--- src/rtl/rv32_types.sv ---
// Shared rv32 bus types: MMIO count, arbiter state encoding and request payload.
// Imported by the data arbiter and the response mux.
package rv32_types;

  localparam int unsigned XLEN            = 32;
  localparam int unsigned NUM_MMIO        = 2;
  localparam int unsigned ARB_NUM_MASTERS = 2;

  typedef enum logic [1:0] {
    IDLE = 2'd0,
    BUSY = 2'd1,
    RESP = 2'd2
  } arb_state_t;

  typedef struct packed {
    logic [XLEN-1:0] addr;
    logic [XLEN-1:0] wdata;
    logic            we;
    logic [3:0]      be;
  } bus_req_t;

endpackage

--- src/rtl/rv32_bus_resp_mux.sv ---
// Responding-slave selection for the rv32 data bus: priority encoder over the done
// lines (memory first, then highest MMIO) and read-data mux from a registered index.
module rv32_bus_resp_mux
  import rv32_types::*;
#(
  parameter int unsigned NUM_MMIO = rv32_types::NUM_MMIO,
  parameter int unsigned SEL_W    = $clog2(NUM_MMIO + 1)
) (
  input  logic                           mem_done_i,
  input  logic [XLEN-1:0]                mem_rdata_i,
  input  logic [NUM_MMIO-1:0]            mmio_done_i,
  input  logic [NUM_MMIO-1:0][XLEN-1:0]  mmio_rdata_i,
  input  logic [SEL_W-1:0]               sel_q_i,
  output logic                           any_done_c_o,
  output logic [SEL_W-1:0]               sel_c_o,
  output logic [XLEN-1:0]                rdata_c_o
);

  assign any_done_c_o = mem_done_i | (|mmio_done_i);

  // Index 0 is memory, index i+1 is MMIO slave i; later loop hits win.
  always_comb begin
    sel_c_o = '0;
    for (int i = 0; i < NUM_MMIO; i++) begin
      if (mmio_done_i[i]) sel_c_o = SEL_W'(i + 1);
    end
    if (mem_done_i) sel_c_o = '0;
  end

  always_comb begin
    rdata_c_o = mem_rdata_i;
    for (int i = 0; i < NUM_MMIO; i++) begin
      if (sel_q_i == SEL_W'(i + 1)) rdata_c_o = mmio_rdata_i[i];
    end
  end

endmodule

--- src/rtl/rv32_data_arbiter.sv ---
// Two-master round-robin arbiter for the shared rv32 data bus, one transaction in flight.
// Optional hung-transaction watchdog enabled by defining RV32_ARB_TIMEOUT_EN.
module rv32_data_arbiter #(
  parameter int unsigned NUM_MMIO       = rv32_types::NUM_MMIO,
  parameter int unsigned TIMEOUT_CYCLES = 256
) (
  input  logic                                              clk,
  input  logic                                              reset,
  input  logic [rv32_types::ARB_NUM_MASTERS-1:0]            m_req_valid,
  output logic [rv32_types::ARB_NUM_MASTERS-1:0]            m_req_ready,
  input  logic [rv32_types::ARB_NUM_MASTERS-1:0][31:0]      m_req_addr,
  input  logic [rv32_types::ARB_NUM_MASTERS-1:0][31:0]      m_req_wdata,
  input  logic [rv32_types::ARB_NUM_MASTERS-1:0]            m_req_we,
  input  logic [rv32_types::ARB_NUM_MASTERS-1:0][3:0]       m_req_be,
  output logic [rv32_types::ARB_NUM_MASTERS-1:0]            m_rsp_valid,
  output logic [31:0]                                       m_rsp_rdata,
  output logic                                              m_rsp_err,
  output logic                                              bus_req_valid,
  output logic [31:0]                                       bus_req_addr,
  output logic [31:0]                                       bus_req_wdata,
  output logic                                              bus_req_we,
  output logic [3:0]                                        bus_req_be,
  output logic                                              bus_master_id,
  input  logic                                              mem_done,
  input  logic [31:0]                                       mem_rdata,
  input  logic [NUM_MMIO-1:0]                               mmio_done,
  input  logic [NUM_MMIO-1:0][31:0]                         mmio_rdata
);
  import rv32_types::*;

  localparam int unsigned SEL_W = $clog2(NUM_MMIO + 1);

  arb_state_t              state_q, state_d;
  logic                    last_grant_q, last_grant_d;
  logic                    grant_q, grant_d;
  bus_req_t                req_q, req_d;
  logic [SEL_W-1:0]        sel_q, sel_d;
  logic [ARB_NUM_MASTERS-1:0] ready_c;
  logic                    gnt_c;
  logic                    any_done_c;
  logic [SEL_W-1:0]        sel_c;
  logic [XLEN-1:0]         mux_rdata_c;
  logic                    rsp_c;

`ifdef RV32_ARB_TIMEOUT_EN
  localparam int unsigned CNT_W = $clog2(TIMEOUT_CYCLES);
  logic                    err_q, err_d;
  logic [CNT_W-1:0]        cnt_q, cnt_d;
`endif

  rv32_bus_resp_mux #(
    .NUM_MMIO (NUM_MMIO),
    .SEL_W    (SEL_W)
  ) u_resp_mux (
    .mem_done_i   (mem_done),
    .mem_rdata_i  (mem_rdata),
    .mmio_done_i  (mmio_done),
    .mmio_rdata_i (mmio_rdata),
    .sel_q_i      (sel_q),
    .any_done_c_o (any_done_c),
    .sel_c_o      (sel_c),
    .rdata_c_o    (mux_rdata_c)
  );

  always_ff @(posedge clk) begin
    if (reset) begin
      state_q      <= IDLE;
      last_grant_q <= 1'b1;
      grant_q      <= 1'b0;
      req_q        <= '0;
      sel_q        <= '0;
`ifdef RV32_ARB_TIMEOUT_EN
      err_q        <= 1'b0;
      cnt_q        <= '0;
`endif
    end else begin
      state_q      <= state_d;
      last_grant_q <= last_grant_d;
      grant_q      <= grant_d;
      req_q        <= req_d;
      sel_q        <= sel_d;
`ifdef RV32_ARB_TIMEOUT_EN
      err_q        <= err_d;
      cnt_q        <= cnt_d;
`endif
    end
  end

  always_comb begin
    state_d      = state_q;
    last_grant_d = last_grant_q;
    grant_d      = grant_q;
    req_d        = req_q;
    sel_d        = sel_q;
    ready_c      = '0;
    gnt_c        = 1'b0;
`ifdef RV32_ARB_TIMEOUT_EN
    err_d        = err_q;
    cnt_d        = cnt_q;
`endif
    unique case (state_q)
      IDLE: begin
        if (|m_req_valid) begin
          // Contention goes to the master that did not win last time.
          gnt_c          = (&m_req_valid) ? ~last_grant_q : m_req_valid[1];
          ready_c[gnt_c] = 1'b1;
          req_d.addr     = m_req_addr[gnt_c];
          req_d.wdata    = m_req_wdata[gnt_c];
          req_d.we       = m_req_we[gnt_c];
          req_d.be       = m_req_be[gnt_c];
          grant_d        = gnt_c;
          last_grant_d   = gnt_c;
          state_d        = BUSY;
`ifdef RV32_ARB_TIMEOUT_EN
          err_d          = 1'b0;
          cnt_d          = '0;
`endif
        end
      end
      BUSY: begin
        if (any_done_c) begin
          sel_d   = sel_c;
          state_d = RESP;
        end
`ifdef RV32_ARB_TIMEOUT_EN
        else if (cnt_q == CNT_W'(TIMEOUT_CYCLES - 1)) begin
          err_d   = 1'b1;
          state_d = RESP;
        end else begin
          cnt_d   = cnt_q + CNT_W'(1);
        end
`endif
      end
      RESP:    state_d = IDLE;
      default: state_d = IDLE;
    endcase
  end

  assign rsp_c = !reset && (state_q == RESP);

  always_comb begin
    m_rsp_valid = '0;
    if (rsp_c) m_rsp_valid[grant_q] = 1'b1;
  end

  assign m_req_ready   = reset ? '0 : ready_c;
  assign bus_req_valid = !reset && (state_q == BUSY);
  assign bus_req_addr  = reset ? '0 : req_q.addr;
  assign bus_req_wdata = reset ? '0 : req_q.wdata;
  assign bus_req_we    = !reset && req_q.we;
  assign bus_req_be    = reset ? '0 : req_q.be;
  assign bus_master_id = !reset && grant_q;

`ifdef RV32_ARB_TIMEOUT_EN
  assign m_rsp_err   = rsp_c && err_q;
  assign m_rsp_rdata = (rsp_c && !err_q) ? mux_rdata_c : '0;
`else
  assign m_rsp_err   = 1'b0;
  assign m_rsp_rdata = rsp_c ? mux_rdata_c : '0;
`endif

endmodule

--- config.mk ---
export PLATFORM = sky130hd
export DESIGN_NAME = rv32_data_arbiter
export DESIGN_NICKNAME = d
export VERILOG_FILES = /design/src/rtl/rv32_types.sv /design/src/rtl/rv32_bus_resp_mux.sv /design/src/rtl/rv32_data_arbiter.sv
export SDC_FILE = /design/constraint.sdc
export NUM_CORES = 1
export LEC_CHECK = 0
export CORE_AREA = 2 2 137 139
export CTS_BUF_LIST = sky130_fd_sc_hd__clkbuf_8
export CTS_CLUSTER_DIAMETER = 50
export DETAILED_ROUTE_END_ITERATION = 16
export DIE_AREA = 0 0 139 141
export DONT_BUFFER_PORTS = 1
export GPL_TIMING_DRIVEN = 0
export HOLD_SLACK_MARGIN = 0.12
export PLACE_DENSITY = 0.46
export SYNTH_ARGS = -nofsm -noshare
export SYNTH_HDL_FRONTEND = slang
export SYNTH_SLANG_ARGS = --single-unit
export TNS_END_PERCENT = 100
--- constraint.sdc ---
create_clock -name clk -period 3.4 [get_ports clk]
set_input_delay 0.51 -clock clk [delete_from_list [all_inputs] [get_ports clk]]
set_output_delay 0.51 -clock clk [all_outputs]
set_load 0.05 [all_outputs]
==> metrics.cfg, run 1 <==
[pwr]
power_leakage_nw=1.82
ir_drop_uv=235
power_density_mw_per_mm2=456

[setup_path]
worstPathRequired_ns=2.89
cp_data_arrival_time_ns=2.65
critPathLaunch=state_q[1]$_SDFFE_PP0P_
critical_path_class=flop to output port
crit_chain=or3b_1 -> clkbuf_1 -> clkbuf_1 -> a211oi_2
cp_common_cell=clkbuf_1
reg2reg_from=state_q[1]$_SDFFE_PP0P_
crit_path_end_kind=output port
cp_slowest_stage_delay_ns=0.90
slowest_stage=a211oi_2
start_kind=flop
crit_fanout=10

[global_route]
antenna_found_initial=1
grt_pass1_vias=4798
track_usage_pct=18.6
grt_start_max_net_pins=15
grt-ovfl-total=0
grt_pass1_wl_um=28200

[layout]
syn2layout_area_growth_pct=13.5
fin_cells=820
antenna_cells=0
final_common_cell=nor2b_1
drive_above_1_share_pct=15.0
nNetsFinal=822
mostFrequentLayoutCells=nor2b_1 (99), dfxtp_1 (75), nand2_1 (56)

[detailed_routing]
met1_length_um=6920
met2_length_um=9990
top_layer=met5
num_vias=4644
route.met3.wl_um=1870
via_per_inst=5.66
route.detailed.drc=0
wl_per_cell_um=23.4
drtIter0Drc=152
firstDrtPassIters=4
postRouteWirelength_um=19200
ant_nets=0

[synthesis]
syn_nets=811
ys_seq_area_share_pct=31.1
ys_types=35
synth_top_flop_cell=dfxtp_1
ys_top_cells_by_area=dfxtp_1 (31%), nor2b_1 (13%), a211oi_1 (9.9%)
syn_inst=570
synth.avg_cell_area_um2=8.48
synth_top_area_share_pct=31.1
synth_seq_cells=75
synth_top_area_cell=dfxtp_1
syn_area_mm2=0.00483
synth_edf_count=0
postSynth.asyncResetShare_pct=0
ys_warn_count=0

[timing]
finalSetupTns_ns=0
hold_viol_final=0
whs_ns=0.279
rsz0062_at_grt=no
period_minus_slack_ns=3.16
final-setup-viol-count=0
min_period_over_period_pct=93.0
worst_slew_pin_slew_ns=1.17
slew_viol_final=0
max_freq_mhz=316
slew_headroom_pct=21.8
finClkSkew_ns=0.0137

[clocking]
clkTransAtPathRegs_ns=0.09
cts-root-buf=clkbuf_8
cts.sinks=75
clock_latency_ns=0.37
cts_max_level=3
cts_tree=built
cts_setup_buffers=0
cts-hold-fix-buffers=0
cts-buffers-inserted=9
ctsResizeCount=0
clockBufferDepth=2

[worst_hold_path]
min_from=m_req_addr[61]
hold_path_class=input port to flop

[floorplanning]
die_x_um=139
initial_core_util_pct=26.4
row_count=50
core_area_mm2=0.0183
num_io_pins=349
die_h_um=141
dieArea_mm2=0.0196

[placement]
dp.cells=804
gp_congestion=0.960
portBuffers=0
hpwl_um=15400

[status]
outcome=completed

[flow_run]
drv_cap=0

==> synth_stat cells, types with 2 or more instances <==
master / instances
buf_1: 3
nor2_1: 7
a221o_1: 41
buf_4: 11
clkbuf_1: 29
buf_2: 19
nand4_1: 4
a31oi_1: 2
dfxtp_1: 75
a21boi_0: 41
nor3_1: 3
o21ai_0: 3
nor2b_1: 99
and4b_1: 2
and2b_1: 4
mux2i_1: 32
a21oi_1: 29
nand2_1: 56
a311oi_1: 26
buf_6: 5
a211oi_1: 64
nand2b_1: 2
==> area by class of cell <==
cell class              instances  area, um2
clock buffers                   9        124
flip-flops and latches         75       1500
fillers                      1992      12800
well taps                     234        293
multi-input cells             427       3130
clock inverters                 7       75.1
plain buffers                  68        359
==> kinds of logic (layout without fill, tap and decap cells) <==
logic type	count (synthesis)	count (layout)	share of synthesized area, %
flip-flops	75	75	31.1
multiplexers	32	32	6.63
AO/OA/AOI/OAI	210	210	33.9
buffers and inverters	68	84	7.43
other	1	1	0.0776
AND/OR/NAND/NOR	184	184	20.9
==> state kept, by name, indices dropped and copies added, names as in the netlist <==
register / cells
req_q: 69
last_grant_q: 1
grant_q: 1
state_q: 2
sel_q: 2
==> per-layer routing <==
layer	up-vias	track usage (%)
met1	2211	19.4
met5	-	0
met3	22	7.00
li1	2140	-
met2	269	34.2
met4	2	6.11
==> worst max-delay path: cells and delay by family (launching register included) <==
kind / cells / cell delay, ns
flip-flops: 1 / 0.43
AND/OR/NAND/NOR: 1 / 0.36
AO/OA/AOI/OAI: 1 / 0.90
buffers and inverters: 2 / 0.59
==> worst paths after layout <==
path                                  to  slack (ns)  cells past startpoint
setup reg to reg   req_q[8]$_SDFFE_PP0P_        1.64                      5
setup / recovery         m_rsp_rdata[20]        0.24                      4
hold / removal    req_q[66]$_SDFFE_PP0P_        0.28                      1
hold reg to reg   req_q[58]$_SDFFE_PP0P_        0.50                      2
==> through the flow <==
stage,power (mW),instance area (um2),util [%],worst slack (ns)
6_report,2.50,5480,30.0,0.237
5_1_grt,2.64,5480,30.0,0.140
4_1_cts,2.54,5480,30.0,0.209
3_5_place_dp,1.81,5280,28.9,0.566
3_3_place_gp,1.77,5120,28.0,0.116
2_1_floorplan,1.65,4830,-,0.532
==> power breakdown <==
part	internal [mW]	switching, mW	total (mW)
clock	0.343	0.373	0.716
combinational	0.230	0.544	0.773
sequential	0.974	0.0350	1.01
total	1.55	0.952	2.50
Note: power is estimated with default switching activity, not from simulation.
==> run 2, diff against run 1 <==
- CORE_AREA: 2 2 137 139 -> 2 2 135 137
- DIE_AREA: 0 0 139 141 -> 0 0 137 139
- PLACE_DENSITY: 0.46 -> 0.47
==> run 2 against run 1 <==
  * Critical path depth did not move
  * Register-to-register slack worse by 0.06 ns
  * First-iteration DRC count is 13% higher
  * Final cell count fell by 0.73%
  * Via count increased by 0.86%
  * Count of clock-buffer cells in the layout stayed put
  * Final area decreased by 0.41%
  * Critical path type unchanged
  * Non-clock buffer count is the same
==> metrics.cfg, run 2 (synthesis results as in run 1) <==
[status]
outcome=completed

[timing]
finClkSkew_ns=0.0124
period_minus_slack_ns=3.16
worst_slew_pin_slew_ns=1.12
final-setup-viol-count=0
slew_viol_final=0
finalSetupTns_ns=0
max_freq_mhz=317
rsz0062_at_grt=no
min_period_over_period_pct=92.8
layout_setup_ws_ns=0.244
whs_ns=0.283
hold_viol_final=0
slew_headroom_pct=25.1

[detailed_routing]
firstDrtPassIters=5
ant_nets=0
drtIter0Drc=172
wl_per_cell_um=23.7
via_per_inst=5.75
route.detailed.drc=0
postRouteWirelength_um=19300
num_vias=4684

[setup_path]
start_kind=flop
worstPathRequired_ns=2.89
crit_fanout=10
reg2reg_from=state_q[1]$_SDFFE_PP0P_
crit_path_end_kind=output port
cp_data_arrival_time_ns=2.65
critical_path_class=flop to output port
critPathLaunch=state_q[1]$_SDFFE_PP0P_

[clocking]
cts-hold-fix-buffers=0
clock_latency_ns=0.36
cts-root-buf=clkbuf_8
cts_tree=built
cts_max_level=3
cts_setup_buffers=0
clkTransAtPathRegs_ns=0.08
clockBufferDepth=2
ctsResizeCount=0
cts.sinks=75
cts-buffers-inserted=9

[layout]
syn2layout_area_growth_pct=13.0
nNetsFinal=822
largest_register_ffs=69
drive_above_1_share_pct=14.7
mostFrequentLayoutCells=nor2b_1 (99), dfxtp_1 (75), nand2_1 (56)
fin_cells=814
reg_top3=req_q x69, sel_q x2, state_q x2
top_register=req_q
final_common_cell=nor2b_1
antenna_cells=0
num-fill-cells=1845

[global_route]
grt_pass1_vias=4821
grt_start_max_net_pins=13
grt-ovfl-total=0
track_usage_pct=18.9
grt_pass1_wl_um=27600
antenna_found_initial=1

[floorplanning]
initial_core_util_pct=27.4
die_x_um=137
die_h_um=139
dieArea_mm2=0.0190
row_count=49
num_io_pins=349
core_area_mm2=0.0177

[placement]
hpwl_um=15200
dp.cells=799
portBuffers=0
gp_congestion=0.806
preCtsSetupSlack_ns=0.573

[pwr]
power_leakage_nw=1.82
power_density_mw_per_mm2=452
ir_drop_uv=189
finalPower_mw=2.47

[worst_hold_path]
hold_path_class=input port to flop
min_from=m_req_addr[44]

[flow_run]
drv_cap=0

-- run 2: changes by cell type in the layout (fill, tap and decap cells not counted) --
cell        change
clkinv_2        +1
inv_1           +1
clkinvlp_4      -1
inv_6           -2
-- run 2: final cells by class --
cell class	count	area, um2	area share (%)
Sequential cell	75	1500	27.5
Buffer	68	359	6.58
Multi-Input combinational cell	427	3130	57.3
Clock inverter	6	58.8	1.08
Clock buffer	9	124	2.27
Tap cell	229	287	5.25
-- run 2: worst paths after layout --
path,end,cells past startpoint,slack (ns)
worst max-delay path,m_rsp_rdata[14],4,0.24
worst min-delay path,req_q[49]$_SDFFE_PP0P_,1,0.28
worst max register to register,req_q[10]$_SDFFE_PP0P_,5,1.58
worst min register to register,req_q[56]$_SDFFE_PP0P_,2,0.50
-- run 2: stage by stage --
stage | util, % | cell area, um2
floorplan | - | 4830
global placement | 29.0 | 5120
detailed placement | 29.9 | 5280
CTS | 30.9 | 5460
global route | 30.9 | 5460
finish | 30.9 | 5460
-- run 2: power breakdown --
group | internal [mW] | switching, mW
Combinational | 0.230 | 0.545
Sequential | 0.974 | 0.0332
Clock | 0.330 | 0.358
Total | 1.53 | 0.937
-- run 2: worst max-delay path, stage by stage, from the launching register on --
cell,delay [ns]
dfxtp_1,0.45
or3b_1,0.38
clkbuf_1,0.20
clkbuf_1,0.36
a211oi_2,0.89
-- run 2: layer usage --
metal	wire (um)	part of all wire [%]	global-route usage, %
met4	290	1.5	5.37
met2	10000	52	36.2
met3	2120	11	7.05
met1	6830	35	18.4
met5	12	0.062	0
==> run 3, diff against run 2 <==
- CTS_CLUSTER_SIZE: not set -> 30
- SLEW_MARGIN: not set -> 20
==> results of run 3 <==
Same layout as run 2: the final DEF is identical, and so are final timing and power.
